## src/rtl/cram_palette_writer_if.sv

```systemverilog
// Host-side request/clear signals and color RAM bus signals of the palette writer.
interface cram_palette_writer_if;
   logic       REQ_VALID;
   logic       REQ_READY;
   logic [4:0] REQ_INDEX;
   logic [8:0] REQ_COLOR;
   logic       CLEAR_START;
   logic [8:0] CLEAR_COLOR;
   logic       BUSRQ;
   logic       BUSGNT;
   logic       BUS_OE;
   logic       CRAMn;
   logic [7:0] BD;
   logic [5:0] BA;
   logic       BUSY;
   logic       DONE;

   modport master (
      output REQ_VALID, REQ_INDEX, REQ_COLOR, CLEAR_START, CLEAR_COLOR, BUSGNT,
      input  REQ_READY, BUSRQ, BUS_OE, CRAMn, BD, BA, BUSY, DONE
   );

   modport slave (
      input  REQ_VALID, REQ_INDEX, REQ_COLOR, CLEAR_START, CLEAR_COLOR, BUSGNT,
      output REQ_READY, BUSRQ, BUS_OE, CRAMn, BD, BA, BUSY, DONE
   );
endinterface

```

## src/rtl/cram_palette_writer.sv

```systemverilog
// Queues palette writes (or a clear sweep) and plays them out as CRAMn/BA/BD cycles; all outputs registered.
// Per entry: load, SETUP until CLK5n phase, 2-cycle strobe, 1 hold; REQ_READY drops when full or clearing.
module cram_palette_writer #(
   parameter int FIFO_DEPTH    = 4,
   parameter int CLEAR_ENTRIES = 32
) (
   input  logic                 CLK10,
   input  logic                 RESET,
   input  logic                 CLK5n,
   cram_palette_writer_if.slave bus
);
   localparam int AW = $clog2(FIFO_DEPTH);

   typedef enum logic [2:0] {IDLE, WAIT_GNT, SETUP, STROBE, HOLD} state_t;

   state_t      state_q;
   logic [13:0] mem_q [FIFO_DEPTH];
   logic [AW-1:0] wr_ptr_q, rd_ptr_q;
   logic [AW:0] count_q, count_d;
   logic        clearing_q, clearing_d, clr_done_q;
   logic [4:0]  clr_cnt_q;
   logic [8:0]  clr_col_q;
   logic        strb_q;
   logic        req_ready_q, busrq_q, bus_oe_q, cramn_q, busy_q, done_q;
   logic [7:0]  bd_q;
   logic [5:0]  ba_q;

   logic        push, pop, clr_go, clr_last, more_work, to_idle, idle_next;
   logic [13:0] head;
   logic [4:0]  src_idx;
   logic [8:0]  src_col;

   assign push      = bus.REQ_VALID && req_ready_q;
   assign pop       = (state_q == STROBE) && strb_q && !clearing_q;
   assign clr_go    = bus.CLEAR_START && (state_q == IDLE) && (count_q == '0);
   assign clr_last  = (clr_cnt_q == 5'(CLEAR_ENTRIES - 1));
   // During a clear the FIFO is held empty, so only the sweep counter decides.
   assign more_work = clearing_q ? !clr_done_q : (count_q != '0);
   assign to_idle   = (state_q == HOLD) && !more_work;
   assign idle_next = ((state_q == IDLE) && !clr_go && (count_q == '0)) || to_idle;
   assign count_d   = count_q + (AW+1)'(push) - (AW+1)'(pop);
   assign clearing_d = clr_go ? 1'b1 : (to_idle ? 1'b0 : clearing_q);

   assign head    = mem_q[rd_ptr_q];
   assign src_idx = clearing_q ? clr_cnt_q : head[13:9];
   assign src_col = clearing_q ? clr_col_q : head[8:0];

   always_ff @(posedge CLK10) begin
      if (RESET) begin
         state_q     <= IDLE;
         wr_ptr_q    <= '0;
         rd_ptr_q    <= '0;
         count_q     <= '0;
         clearing_q  <= 1'b0;
         clr_done_q  <= 1'b0;
         clr_cnt_q   <= '0;
         clr_col_q   <= '0;
         strb_q      <= 1'b0;
         req_ready_q <= 1'b1;
         busrq_q     <= 1'b0;
         bus_oe_q    <= 1'b0;
         cramn_q     <= 1'b1;
         bd_q        <= '0;
         ba_q        <= '0;
         busy_q      <= 1'b0;
         done_q      <= 1'b0;
      end else begin
         done_q      <= 1'b0;
         count_q     <= count_d;
         clearing_q  <= clearing_d;
         busy_q      <= !idle_next || (count_d != '0);
         req_ready_q <= (count_d != (AW+1)'(FIFO_DEPTH)) && !clearing_d;
         if (push) begin
            mem_q[wr_ptr_q] <= {bus.REQ_INDEX, bus.REQ_COLOR};
            wr_ptr_q        <= wr_ptr_q + AW'(1);
         end
         if (pop) rd_ptr_q <= rd_ptr_q + AW'(1);

         case (state_q)
            IDLE: begin
               if (clr_go) begin
                  clr_cnt_q  <= '0;
                  clr_col_q  <= bus.CLEAR_COLOR;
                  clr_done_q <= 1'b0;
               end
               if (clr_go || (count_q != '0)) begin
                  busrq_q <= 1'b1;
                  state_q <= WAIT_GNT;
               end
            end
            WAIT_GNT: begin
               if (bus.BUSGNT) begin
                  bus_oe_q <= 1'b1;
                  ba_q     <= {src_col[8], src_idx};
                  bd_q     <= src_col[7:0];
                  cramn_q  <= 1'b1;
                  state_q  <= SETUP;
               end
            end
            SETUP: begin
               if (!bus.BUSGNT) begin
                  bus_oe_q <= 1'b0;
                  state_q  <= WAIT_GNT;
               end else if (CLK5n) begin
                  // CLK5n falls at this same edge, so WE spans only the first strobe cycle.
                  cramn_q <= 1'b0;
                  strb_q  <= 1'b0;
                  state_q <= STROBE;
               end
            end
            STROBE: begin
               if (!strb_q) begin
                  strb_q <= 1'b1;
               end else begin
                  cramn_q <= 1'b1;
                  if (clearing_q) begin
                     if (clr_last) clr_done_q <= 1'b1;
                     else          clr_cnt_q  <= clr_cnt_q + 5'd1;
                  end
                  state_q <= HOLD;
               end
            end
            HOLD: begin
               if (!more_work) begin
                  busrq_q  <= 1'b0;
                  bus_oe_q <= 1'b0;
                  ba_q     <= '0;
                  bd_q     <= '0;
                  done_q   <= 1'b1;
                  state_q  <= IDLE;
               end else if (bus.BUSGNT) begin
                  ba_q    <= {src_col[8], src_idx};
                  bd_q    <= src_col[7:0];
                  state_q <= SETUP;
               end else begin
                  bus_oe_q <= 1'b0;
                  state_q  <= WAIT_GNT;
               end
            end
            default: state_q <= IDLE;
         endcase
      end
   end

   assign bus.REQ_READY = req_ready_q;
   assign bus.BUSRQ     = busrq_q;
   assign bus.BUS_OE    = bus_oe_q;
   assign bus.CRAMn     = cramn_q;
   assign bus.BD        = bd_q;
   assign bus.BA        = ba_q;
   assign bus.BUSY      = busy_q;
   assign bus.DONE      = done_q;
endmodule

```

## src/flat_wrapper.sv

```systemverilog
// flat-port wrapper written by rule: the top's interface ports become plain ports
module cram_palette_writer_flat 
#(
   parameter int FIFO_DEPTH    = 4,
   parameter int CLEAR_ENTRIES = 32
)
  (CLK10, RESET, CLK5n, bus_REQ_VALID, bus_REQ_INDEX, bus_REQ_COLOR, bus_CLEAR_START, bus_CLEAR_COLOR, bus_BUSGNT, bus_REQ_READY, bus_BUSRQ, bus_BUS_OE, bus_CRAMn, bus_BD, bus_BA, bus_BUSY, bus_DONE);
  cram_palette_writer_if bus_i ();
  input  logic CLK10;
  input  logic RESET;
  input  logic CLK5n;
  input wire logic [$bits(bus_i.REQ_VALID)-1:0] bus_REQ_VALID;
  input wire logic [$bits(bus_i.REQ_INDEX)-1:0] bus_REQ_INDEX;
  input wire logic [$bits(bus_i.REQ_COLOR)-1:0] bus_REQ_COLOR;
  input wire logic [$bits(bus_i.CLEAR_START)-1:0] bus_CLEAR_START;
  input wire logic [$bits(bus_i.CLEAR_COLOR)-1:0] bus_CLEAR_COLOR;
  input wire logic [$bits(bus_i.BUSGNT)-1:0] bus_BUSGNT;
  output wire logic [$bits(bus_i.REQ_READY)-1:0] bus_REQ_READY;
  output wire logic [$bits(bus_i.BUSRQ)-1:0] bus_BUSRQ;
  output wire logic [$bits(bus_i.BUS_OE)-1:0] bus_BUS_OE;
  output wire logic [$bits(bus_i.CRAMn)-1:0] bus_CRAMn;
  output wire logic [$bits(bus_i.BD)-1:0] bus_BD;
  output wire logic [$bits(bus_i.BA)-1:0] bus_BA;
  output wire logic [$bits(bus_i.BUSY)-1:0] bus_BUSY;
  output wire logic [$bits(bus_i.DONE)-1:0] bus_DONE;
  assign bus_i.REQ_VALID = bus_REQ_VALID;
  assign bus_i.REQ_INDEX = bus_REQ_INDEX;
  assign bus_i.REQ_COLOR = bus_REQ_COLOR;
  assign bus_i.CLEAR_START = bus_CLEAR_START;
  assign bus_i.CLEAR_COLOR = bus_CLEAR_COLOR;
  assign bus_i.BUSGNT = bus_BUSGNT;
  assign bus_REQ_READY = bus_i.REQ_READY;
  assign bus_BUSRQ = bus_i.BUSRQ;
  assign bus_BUS_OE = bus_i.BUS_OE;
  assign bus_CRAMn = bus_i.CRAMn;
  assign bus_BD = bus_i.BD;
  assign bus_BA = bus_i.BA;
  assign bus_BUSY = bus_i.BUSY;
  assign bus_DONE = bus_i.DONE;
  cram_palette_writer #(.FIFO_DEPTH(FIFO_DEPTH), .CLEAR_ENTRIES(CLEAR_ENTRIES)) u_core (.CLK10(CLK10), .RESET(RESET), .CLK5n(CLK5n), .bus(bus_i));
endmodule
```

## config.mk

```make
export PLATFORM = sky130hd
export DESIGN_NAME = cram_palette_writer_flat
export DESIGN_NICKNAME = d
export VERILOG_FILES = /design/src/rtl/cram_palette_writer_if.sv /design/src/rtl/cram_palette_writer.sv /design/src/flat_wrapper.sv
export SDC_FILE = /design/constraint.sdc
export NUM_CORES = 1
export LEC_CHECK = 0
export CAP_MARGIN = 20
export CELL_PAD_IN_SITES_DETAIL_PLACEMENT = 0
export CELL_PAD_IN_SITES_GLOBAL_PLACEMENT = 2
export CORE_MARGIN = 2
export CORE_UTILIZATION = 41
export CTS_CLUSTER_DIAMETER = 200
export DETAILED_ROUTE_END_ITERATION = 10
export GPL_TIMING_DRIVEN = 0
export PLACE_DENSITY = 0.95
export SLEW_MARGIN = 20
export SYNTH_ARGS = -nofsm -noshare
export SYNTH_HDL_FRONTEND = slang
export SYNTH_SLANG_ARGS = --single-unit
export TNS_END_PERCENT = 5
```

## constraint.sdc

```tcl
create_clock -name CLK10 -period 3.4 [get_ports CLK10]
set_input_delay 0.34 -clock CLK10 [delete_from_list [all_inputs] [get_ports CLK10]]
set_output_delay 0.34 -clock CLK10 [all_outputs]
set_load 0.05 [all_outputs]
```

# After elaboration in Yosys (flattened, before gate mapping)
# Memory sizes are Yosys's and may differ from the RTL's. A register that Yosys moved wholly into a read port is not among the register bits.
# Index checks and enable logic that the tools add are counted.
# totals
regBits,47
ram_bits,56
input_bits,29
out_inout_bits,20
wordCells,125
mem_count,1
# mem_list
name,words,word_bits,rd,rd_ports_with_merged_regs,write_ports,line,source
u_core.mem_q,4,14,1,1,1,cram_palette_writer.sv:17,logic [13:0] mem_q [FIFO_DEPTH];
# op_classes
add_sub_neg,5
eq_ne,17
mux,47
bitwise,1
reduce_logical,37
# op_table
operator,n
two-way mux 5 bit,5
two-way mux 1 bit,19
two-way mux 3 bit,6
two-way mux 8 bit,2
one-hot mux 8 bit (2 select lines),1
one-hot mux 3 bit (5 select lines),1
AND reduction 5 bit,3
two-way mux 6 bit,2
inequality test 2 bit (second input constant),6
one-hot mux 6 bit (2 select lines),1
nonzero test 3 bit,4
one-hot mux 5 bit (2 select lines),1
logical AND 1 bit,9
two-way mux 9 bit,1
inequality test 2 x 1 -> 1 bit (second input constant),4
nonzero test 2 bit,4
equality test 3 x 2 -> 1 bit (second input constant),2
logical NOT 1 bit,6
logical NOT 3 bit,2
two-way mux 2 bit,3
inequality test 3 bit (second input constant),2
one-hot mux 1 bit (2 select lines),3
one-hot mux 1 bit (3 select lines),2
AND reduction 3 bit,2
other kinds (12),16

# Logic depth before layout (Yosys ltp)
# Gate-level depths: netlist of run 1.
# logic_depth
ltp_word,9
depth_mapped,10
depth_no_buf,10

# Worst setup path before layout of run 1
# OpenSTA, ideal clock, no wires.
# synth_path
kind,flip-flop to flip-flop
from,register u_core.state_q[0]
to,"register u_core.req_ready_q, in the netlist u_core.bus.REQ_READY"
setup_ns,0.114
t_arrival_ns,1.997
required_ns,3.286
path_slack_ns,1.289
path_stages_with_launch,11
path_buffers,0
synth_period_minus_slack_ns,2.111
path_cell_list,dfxtp_1 nand4b_4 nor2_1 ha_1 inv_1 ha_1 inv_1 fa_1 xnor2_1 nand3b_1 a21o_1
# synth_between
elab_chain_len,6
word_cells_on_any_way,14
classes_between,1 x add/sub; 3 x eq/ne; 2 x mux; 8 x reduce/logical
# synth_rtl
element,line,source
start: declaration,cram_palette_writer.sv:16,state_t state_q;
start signal: assignment,cram_palette_writer.sv:50,state_q <= IDLE;
start signal: assignment,cram_palette_writer.sv:88,state_q <= WAIT_GNT;
start signal: assignment,cram_palette_writer.sv:97,state_q <= SETUP;
equality test 3 x 2 -> 1 bit,cram_palette_writer.sv:34,assign pop = (state_q == STROBE) && strb_q && !clearing_q;
logical AND 1 bit (2 in series),cram_palette_writer.sv:34,
via u_core.pop,cram_palette_writer.sv:28,"logic push, pop, clr_go, clr_last, more_work, to_idle, idle_next;"
subtractor 3 x 1 -> 3 bit,cram_palette_writer.sv:41,assign count_d = count_q + (AW+1)'(push) - (AW+1)'(pop);
inequality test 3 bit,cram_palette_writer.sv:72,req_ready_q <= (count_d != (AW+1)'(FIFO_DEPTH)) && !clearing_d;
logical AND 1 bit,cram_palette_writer.sv:72,
end signal: assignment,cram_palette_writer.sv:72,
end: declaration,cram_palette_writer.sv:24,"logic req_ready_q, busrq_q, bus_oe_q, cramn_q, busy_q, done_q;"
# The timed path passes the listed nets, and every way through them passes these cells.
# A chain may end at the register's enable or synchronous reset.

# Worst setup path after layout of run 1
# layout_path
from,register u_core.state_q[1]
to,"register u_core.req_ready_q, in the netlist u_core.bus.REQ_READY"
# Same word-level chain as after synthesis.

==> results of run 1 <==
power by group:
| group | internal [mW] | switching [mW] | leakage, nW |
|---|---|---|---|
| Combinational | 0.365 | 0.639 | 0.832 |
| Clock | 0.291 | 0.468 | 0.100 |
| Sequential | 1.50 | 0.0882 | 0.907 |
| Total | 2.15 | 1.19 | 1.84 |
state kept, by name, indices dropped and copies added (netlist names), 2 cells and up, named ones only:
signal and cells:
u_core.bus.BA 6, u_core.count_q 3, u_core.wr_ptr_q 2, u_core.clr_cnt_q 5
u_core.state_q 3, u_core.rd_ptr_q 2, u_core.clr_col_q 9, u_core.bus.BD 8
u_core.mem_q 56
per-layer routing:
layer | wire, um | global-route usage, % | vias up
li1 | - | - | 1362
met1 | 3960 | 20.6 | 1333
met2 | 4240 | 27.3 | 53
met3 | 254 | 2.51 | 12
met4 | 164 | 7.14 | 0
met5 | 0 | 0 | -
cell usage in the layout, fill, tap and decap left out, drive strengths merged, types with 8 or more instances in the layout:
cell type / netlist / routed
dfxtp: 49 / 49
inv: 11 / 17
ha: 8 / 8
clkdlybuf4s50: 0 / 48
a22o: 14 / 14
edfxtp: 56 / 56
buf: 10 / 10
a21oi: 21 / 21
clkbuf: 8 / 17
mux4: 14 / 14
nand2: 70 / 70
nor2: 13 / 13
path summary, 6_finish.rpt:
kind	to	startpoint	depth (start not counted)	slack, ns
worst max-delay path	u_core.bus.REQ_READY$_SDFF_PP1_	u_core.state_q[1]$_SDFFE_PP0P_	10	1.06
worst min-delay path	u_core.bus.CRAMn$_SDFFE_PP1P_	u_core.bus.CRAMn$_SDFFE_PP1P_	2	0.46
worst min register to register	u_core.bus.CRAMn$_SDFFE_PP1P_	u_core.bus.CRAMn$_SDFFE_PP1P_	2	0.46
worst max register to register	u_core.bus.REQ_READY$_SDFF_PP1_	u_core.state_q[1]$_SDFFE_PP0P_	10	1.06
cell families (layout without fill, tap and decap cells):
family	count (synthesis)	count (layout)	share of synthesized area [%]
flops	105	105	62.1
compound gates	56	56	9.08
buf+inv	29	93	3.09
simple gates	124	124	14.0
mux	15	15	7.62
xor+xnor	6	6	1.23
fa+ha+maj	9	9	2.80
layout make-up:
| type | count | area (um2) | area share (%) |
|---|---|---|---|
| timing repair buffer | 48 | 480 | 9.36 |
| sequential | 105 | 2660 | 51.9 |
| buffer | 18 | 91.3 | 1.78 |
| clock inverter | 7 | 71.3 | 1.39 |
| inverter | 11 | 41.3 | 0.805 |
| clock buffer | 9 | 124 | 2.41 |
| multi-input combinational | 210 | 1490 | 29.0 |
| tap | 136 | 170 | 3.32 |
critical path: cells and delay by family, from the launching register on:
family | cells | cell delay, ns
buffers and inverters | 2 | 0.10
XOR/XNOR | 1 | 0.17
AO/OA/AOI/OAI | 1 | 0.18
adder cells (fa/ha/maj) | 3 | 0.78
flip-flops | 1 | 0.44
AND/OR/NAND/NOR | 3 | 0.55
==> results.yml, run 1 <==
finish:
  fin_cells: 544
  antennaDiodeCount: 0
  drive_gt1_share_pct: 11.0
  n_fill_cell: 901
  final_util_pct: 50.2
  nets: 441
  final_area_um2: 5130
  syn2layout_area_growth_pct: 19.7
die:
  fp.dieW_um: 106
  dieHeight_um: 106
  die_area_um2: 11300
  initial_utilization_pct: 41.9
  ios: 49
  rows: 37
  design.core.area_um2: 10200
yosys:
  yosysWarnings: 0
  ys_ff_latch: 105
  yosysSeqAreaShare_pct: 62.1
  synth_common_cells: "nand2_1 (70), edfxtp_1 (56), dfxtp_1 (49)"
  syn_nets: 382
  synth_top_area_share_pct: 39.2
  postSynthAreaPerCell_um2: 12.5
  async_reset_ff_share_pct: 0
  synth_edf_count: 56
  yosysMostFrequentCell: "nand2_1"
  synth.distinct_cells: 48
  synth_area_um2: 4290
  syn_inst: 344
  yosys_most_used_dff: "edfxtp_1"
  yosys-top-cells-area: "edfxtp_1 (39%), dfxtp_1 (23%), mux4_2 (7.4%)"
  yosysTopAreaCell: "edfxtp_1"
clocking:
  path_clk_slew_ns: 0.11
  cts_resized: 0
  cts_tree: "done"
  clock_path_buffers: 2
  postCtsHoldBufs: 0
  numCtsBuffers: 9
  clock_latency_ns: 0.37
  htree_num_levels: 3
  clock-sinks: 105
  post-cts-setup-buffers: 0
  cts_root_buffer: "clkbuf_8"
critical_path:
  cp.required_ns: 3.67
  critPathLaunchType: "register"
  crit_type: "reg2reg"
  crit_chain: "nand4b_4 > nor2_1 > ha_1 > inv_1 > ha_1 > inv_1 > fa_1 > xnor2_1 > nand3b_1 > a21o_1"
  cpMaxStageDelayCell: "dfxtp_1"
  worstPathMaxFanout: 6
  crit_arrival_ns: 2.61
  cp_slowest_stage_delay_ns: 0.44
  cp-end-kind: "register"
grt:
  antenna_found_initial: 0
  overflow: 0
  grt_pass1_vias: 2769
  grt_max_degree: 22
  grt_pass1_wl_mm: 13.8
  grt_usage_pct: 16.2
timing:
  whs_ns: 0.463
  max_slew.worst_pin.slew_ns: 0.782
  maxSlewViolCount: 0
  finalCriticalPeriod_ns: 2.34
  report.final.hold_viol_count: 0
  rsz0062_at_grt: "no"
  skew_ns: 0.00744
  fmax_ghz: 0.428
  setup_violations: 0
  slew-limit-headroom_pct: 47.8
  finalCritPeriodShare_pct: 68.7
  worst_slack_ns: 1.06
  finalSetupTns_ns: 0
place:
  pre_cts_ws_ns: 1.04
  hpwl_mm: 6.03
  portBuffers: 48
  placed_area_um2: 4940
  gp_congestion: 0.779
  place_inst: 528
routing:
  wirelength_mm: 8.61
  first_iter_violations: 77
  vias: 2760
  routed_via_density: 5.07
  wl_per_cell_um: 15.8
  antenna_left: 0
  drt_pass1_iterations: 4
  drc: 0
pwr:
  max-vdd-ir-drop_mv: 0.274
  finalPower_mw: 3.35
  p_leak_nw: 1.84
  p_per_area_nw_per_um2: 652
status:
  status: "completed"
min_path:
  hold_path.class: "reg2reg"
flow_run:
  maxCapViolCount: 0
(Power assumes the default switching activity.)
==> run 2: changes to the inputs <==
--- a/config.mk
+++ b/config.mk
@@ -9,11 +9,11 @@
 export CELL_PAD_IN_SITES_DETAIL_PLACEMENT = 0
 export CELL_PAD_IN_SITES_GLOBAL_PLACEMENT = 2
 export CORE_MARGIN = 2
-export CORE_UTILIZATION = 41
+export CORE_UTILIZATION = 38
 export CTS_CLUSTER_DIAMETER = 200
 export DETAILED_ROUTE_END_ITERATION = 10
 export GPL_TIMING_DRIVEN = 0
-export PLACE_DENSITY = 0.95
+export PLACE_DENSITY = 0.9
 export SLEW_MARGIN = 20
 export SYNTH_ARGS = -nofsm -noshare
 export SYNTH_HDL_FRONTEND = slang
==> constraint.sdc (replaced) <==
create_clock -name CLK10 -period 2.4 [get_ports CLK10]
set_input_delay 0.24 -clock CLK10 [delete_from_list [all_inputs] [get_ports CLK10]]
set_output_delay 0.24 -clock CLK10 [all_outputs]
set_load 0.05 [all_outputs]
==> run 2 against run 1 <==
Effect of this change:
- register-to-register slack got worse by 0.90 ns
- sequential share of layout area decreased by 1.3 points
- fmax increased by 4.5%
- final cell count grew 0.74%
- sequential power is 42% higher
- largest power group unchanged
- highest routed layer unchanged
==> results.yml, run 2 (same netlist as run 1, synthesis figures left out) <==
routing:
  routed_via_density: 5.03
  wl_per_cell_um: 16.4
  wl_met1_mm: 3.93
  first_iter_violations: 124
  drt_pass1_iterations: 5
  vias: 2755
  antenna_left: 0
  met2_length_mm: 4.55
  wl_met3_um: 345
  drc: 0
  dr.max_layer_used: "met4"
  wirelength_mm: 8.99
pwr:
  finalPower_mw: 5.18
  switching_share_pct: 34.6
  combPwrFrac_pct: 27.4
  p_switching_mw: 1.79
  max-vdd-ir-drop_mv: 0.428
  p_leak_nw: 1.89
  p_int_mw: 3.39
  seqPwrFrac_pct: 43.4
  p_per_area_nw_per_um2: 984
  power.share.clock_pct: 29.2
clocking:
  cts_resized: 0
  htree_num_levels: 3
  clock_latency_ns: 0.35
  cts_tree: "done"
  path_clk_slew_ns: 0.08
  cts_root_buffer: "clkbuf_16"
  numCtsBuffers: 9
  postCtsHoldBufs: 0
  clock_path_buffers: 2
  clock-sinks: 105
  post-cts-setup-buffers: 0
min_path:
  hold_path.class: "in2reg"
die:
  fp.dieW_um: 110
  die_area_um2: 12100
  initial_utilization_pct: 39.2
  dieHeight_um: 110
  ios: 49
  rows: 38
  design.core.area_um2: 10900
grt:
  grt_pass1_vias: 2873
  grt_pass1_wl_mm: 14.4
  grt_max_degree: 23
  grt_usage_pct: 15.9
  antenna_found_initial: 0
  overflow: 0
critical_path:
  critPathLaunchType: "register"
  worstPathMaxFanout: 6
  cpMaxStageDelayCell: "dfxtp_1"
  crit_arrival_ns: 2.48
  crit_chain: "nand4b_4 > nor2_2 > ha_1 > inv_1 > ha_1 > inv_1 > fa_1 > xnor2_1 > nand3b_1 > a21o_1"
  cp-end-kind: "register"
  cp_slowest_stage_delay_ns: 0.43
  crit_type: "reg2reg"
  cp.required_ns: 2.65
timing:
  slew-limit-headroom_pct: 50.7
  skew_ns: 0.0140
  report.final.hold_viol_count: 0
  setup_violations: 0
  fmax_ghz: 0.448
  whs_ns: 0.436
  maxSlewViolCount: 0
  finalCritPeriodShare_pct: 93.1
  max_slew.worst_pin.slew_ns: 0.739
  rsz0062_at_grt: "no"
  finalCriticalPeriod_ns: 2.23
  finalSetupTns_ns: 0
flow_run:
  maxCapViolCount: 0
finish:
  antennaDiodeCount: 0
  final_cell_mix: "nand2_1 (70), edfxtp_1 (56), dfxtp_1 (49)"
  final_common_cell: "nand2_1"
  drive_gt1_share_pct: 11.3
  syn2layout_area_growth_pct: 22.8
  top_register: "u_core.mem_q"
  nets: 441
  largest_reg_flops: 56
  n_fill_cell: 1013
  final_area_um2: 5260
place:
  hpwl_mm: 6.23
  placed_area_um2: 4940
  gp_congestion: 0.790
  portBuffers: 48
status:
  status: "completed"
run 2: cell type report:
| type | instances | area, um2 | share of cell area (%) |
|---|---|---|---|
| multi-input cells | 210 | 1490 | 28.4 |
| flip-flops and latches | 105 | 2660 | 50.6 |
| inverters | 11 | 41.3 | 0.785 |
| clock buffers | 9 | 225 | 4.28 |
| plain buffers | 18 | 91.3 | 1.74 |
| well taps | 140 | 175 | 3.33 |
| clock inverters | 7 | 93.8 | 1.78 |
| repair buffers | 48 | 480 | 9.13 |
run 2: power groups by stage:
stage | sequential [mW] | clock [mW] | combinational (mW)
floorplan | 2.50 | 0 | 0.758
global placement | 2.28 | 0 | 1.42
detailed placement | 2.29 | 0 | 1.43
CTS | 2.25 | 1.55 | 1.44
global route | 2.27 | 1.61 | 1.56
finish | 2.25 | 1.51 | 1.42
run 2: stage by stage:
| step | worst slack (ns) | util (%) | cells |
|---|---|---|---|
| 6_report | 0.166 | 48.1 | 548 |
| 5_1_grt | 0.00163 | 48.1 | 548 |
| 4_1_cts | 0.0887 | 48.1 | 548 |
| 3_5_place_dp | 0.0616 | 45.2 | 532 |
| 3_3_place_gp | 0.109 | 45.2 | 532 |
| 2_1_floorplan | 0.289 | - | 344 |
run 2: worst paths after layout:
path	start	end	slack, ns	cells past startpoint
setup / recovery	u_core.state_q[1]$_SDFFE_PP0P_	u_core.bus.REQ_READY$_SDFF_PP1_	0.17	10
hold / removal	bus_CLEAR_COLOR[2]	u_core.clr_col_q[2]$_SDFFE_PP0P_	0.44	3
setup reg to reg	u_core.state_q[1]$_SDFFE_PP0P_	u_core.bus.REQ_READY$_SDFF_PP1_	0.17	10
hold reg to reg	u_core.clr_col_q[7]$_SDFFE_PP0P_	u_core.clr_col_q[7]$_SDFFE_PP0P_	0.46	2
run 2: metal layers:
| layer | vias to the layer above | GRT usage, % |
|---|---|---|
| li1 | 1369 | - |
| met5 | - | 0 |
| met4 | 0 | 4.46 |
| met3 | 14 | 4.23 |
| met2 | 60 | 27.8 |
| met1 | 1312 | 19.2 |
run 2: critical path, delay by kind of cell (launching register included):
| kind | cells | cell delay [ns] |
|---|---|---|
| fa+ha+maj | 3 | 0.77 |
| simple gates | 3 | 0.50 |
| flops | 1 | 0.43 |
| compound gates | 1 | 0.17 |
| xor+xnor | 1 | 0.16 |
| buf+inv | 2 | 0.10 |
==> run 3: changes to the inputs <==
--- a/config.mk
+++ b/config.mk
@@ -5,7 +5,6 @@
 export SDC_FILE = /design/constraint.sdc
 export NUM_CORES = 1
 export LEC_CHECK = 0
-export CAP_MARGIN = 20
 export CELL_PAD_IN_SITES_DETAIL_PLACEMENT = 0
 export CELL_PAD_IN_SITES_GLOBAL_PLACEMENT = 2
 export CORE_MARGIN = 2
@@ -14,7 +13,6 @@
 export DETAILED_ROUTE_END_ITERATION = 10
 export GPL_TIMING_DRIVEN = 0
 export PLACE_DENSITY = 0.9
-export SLEW_MARGIN = 20
 export SYNTH_ARGS = -nofsm -noshare
 export SYNTH_HDL_FRONTEND = slang
 export SYNTH_SLANG_ARGS = --single-unit
==> results of run 3 <==
Final layout, timing and power as in run 2 (identical DEF).
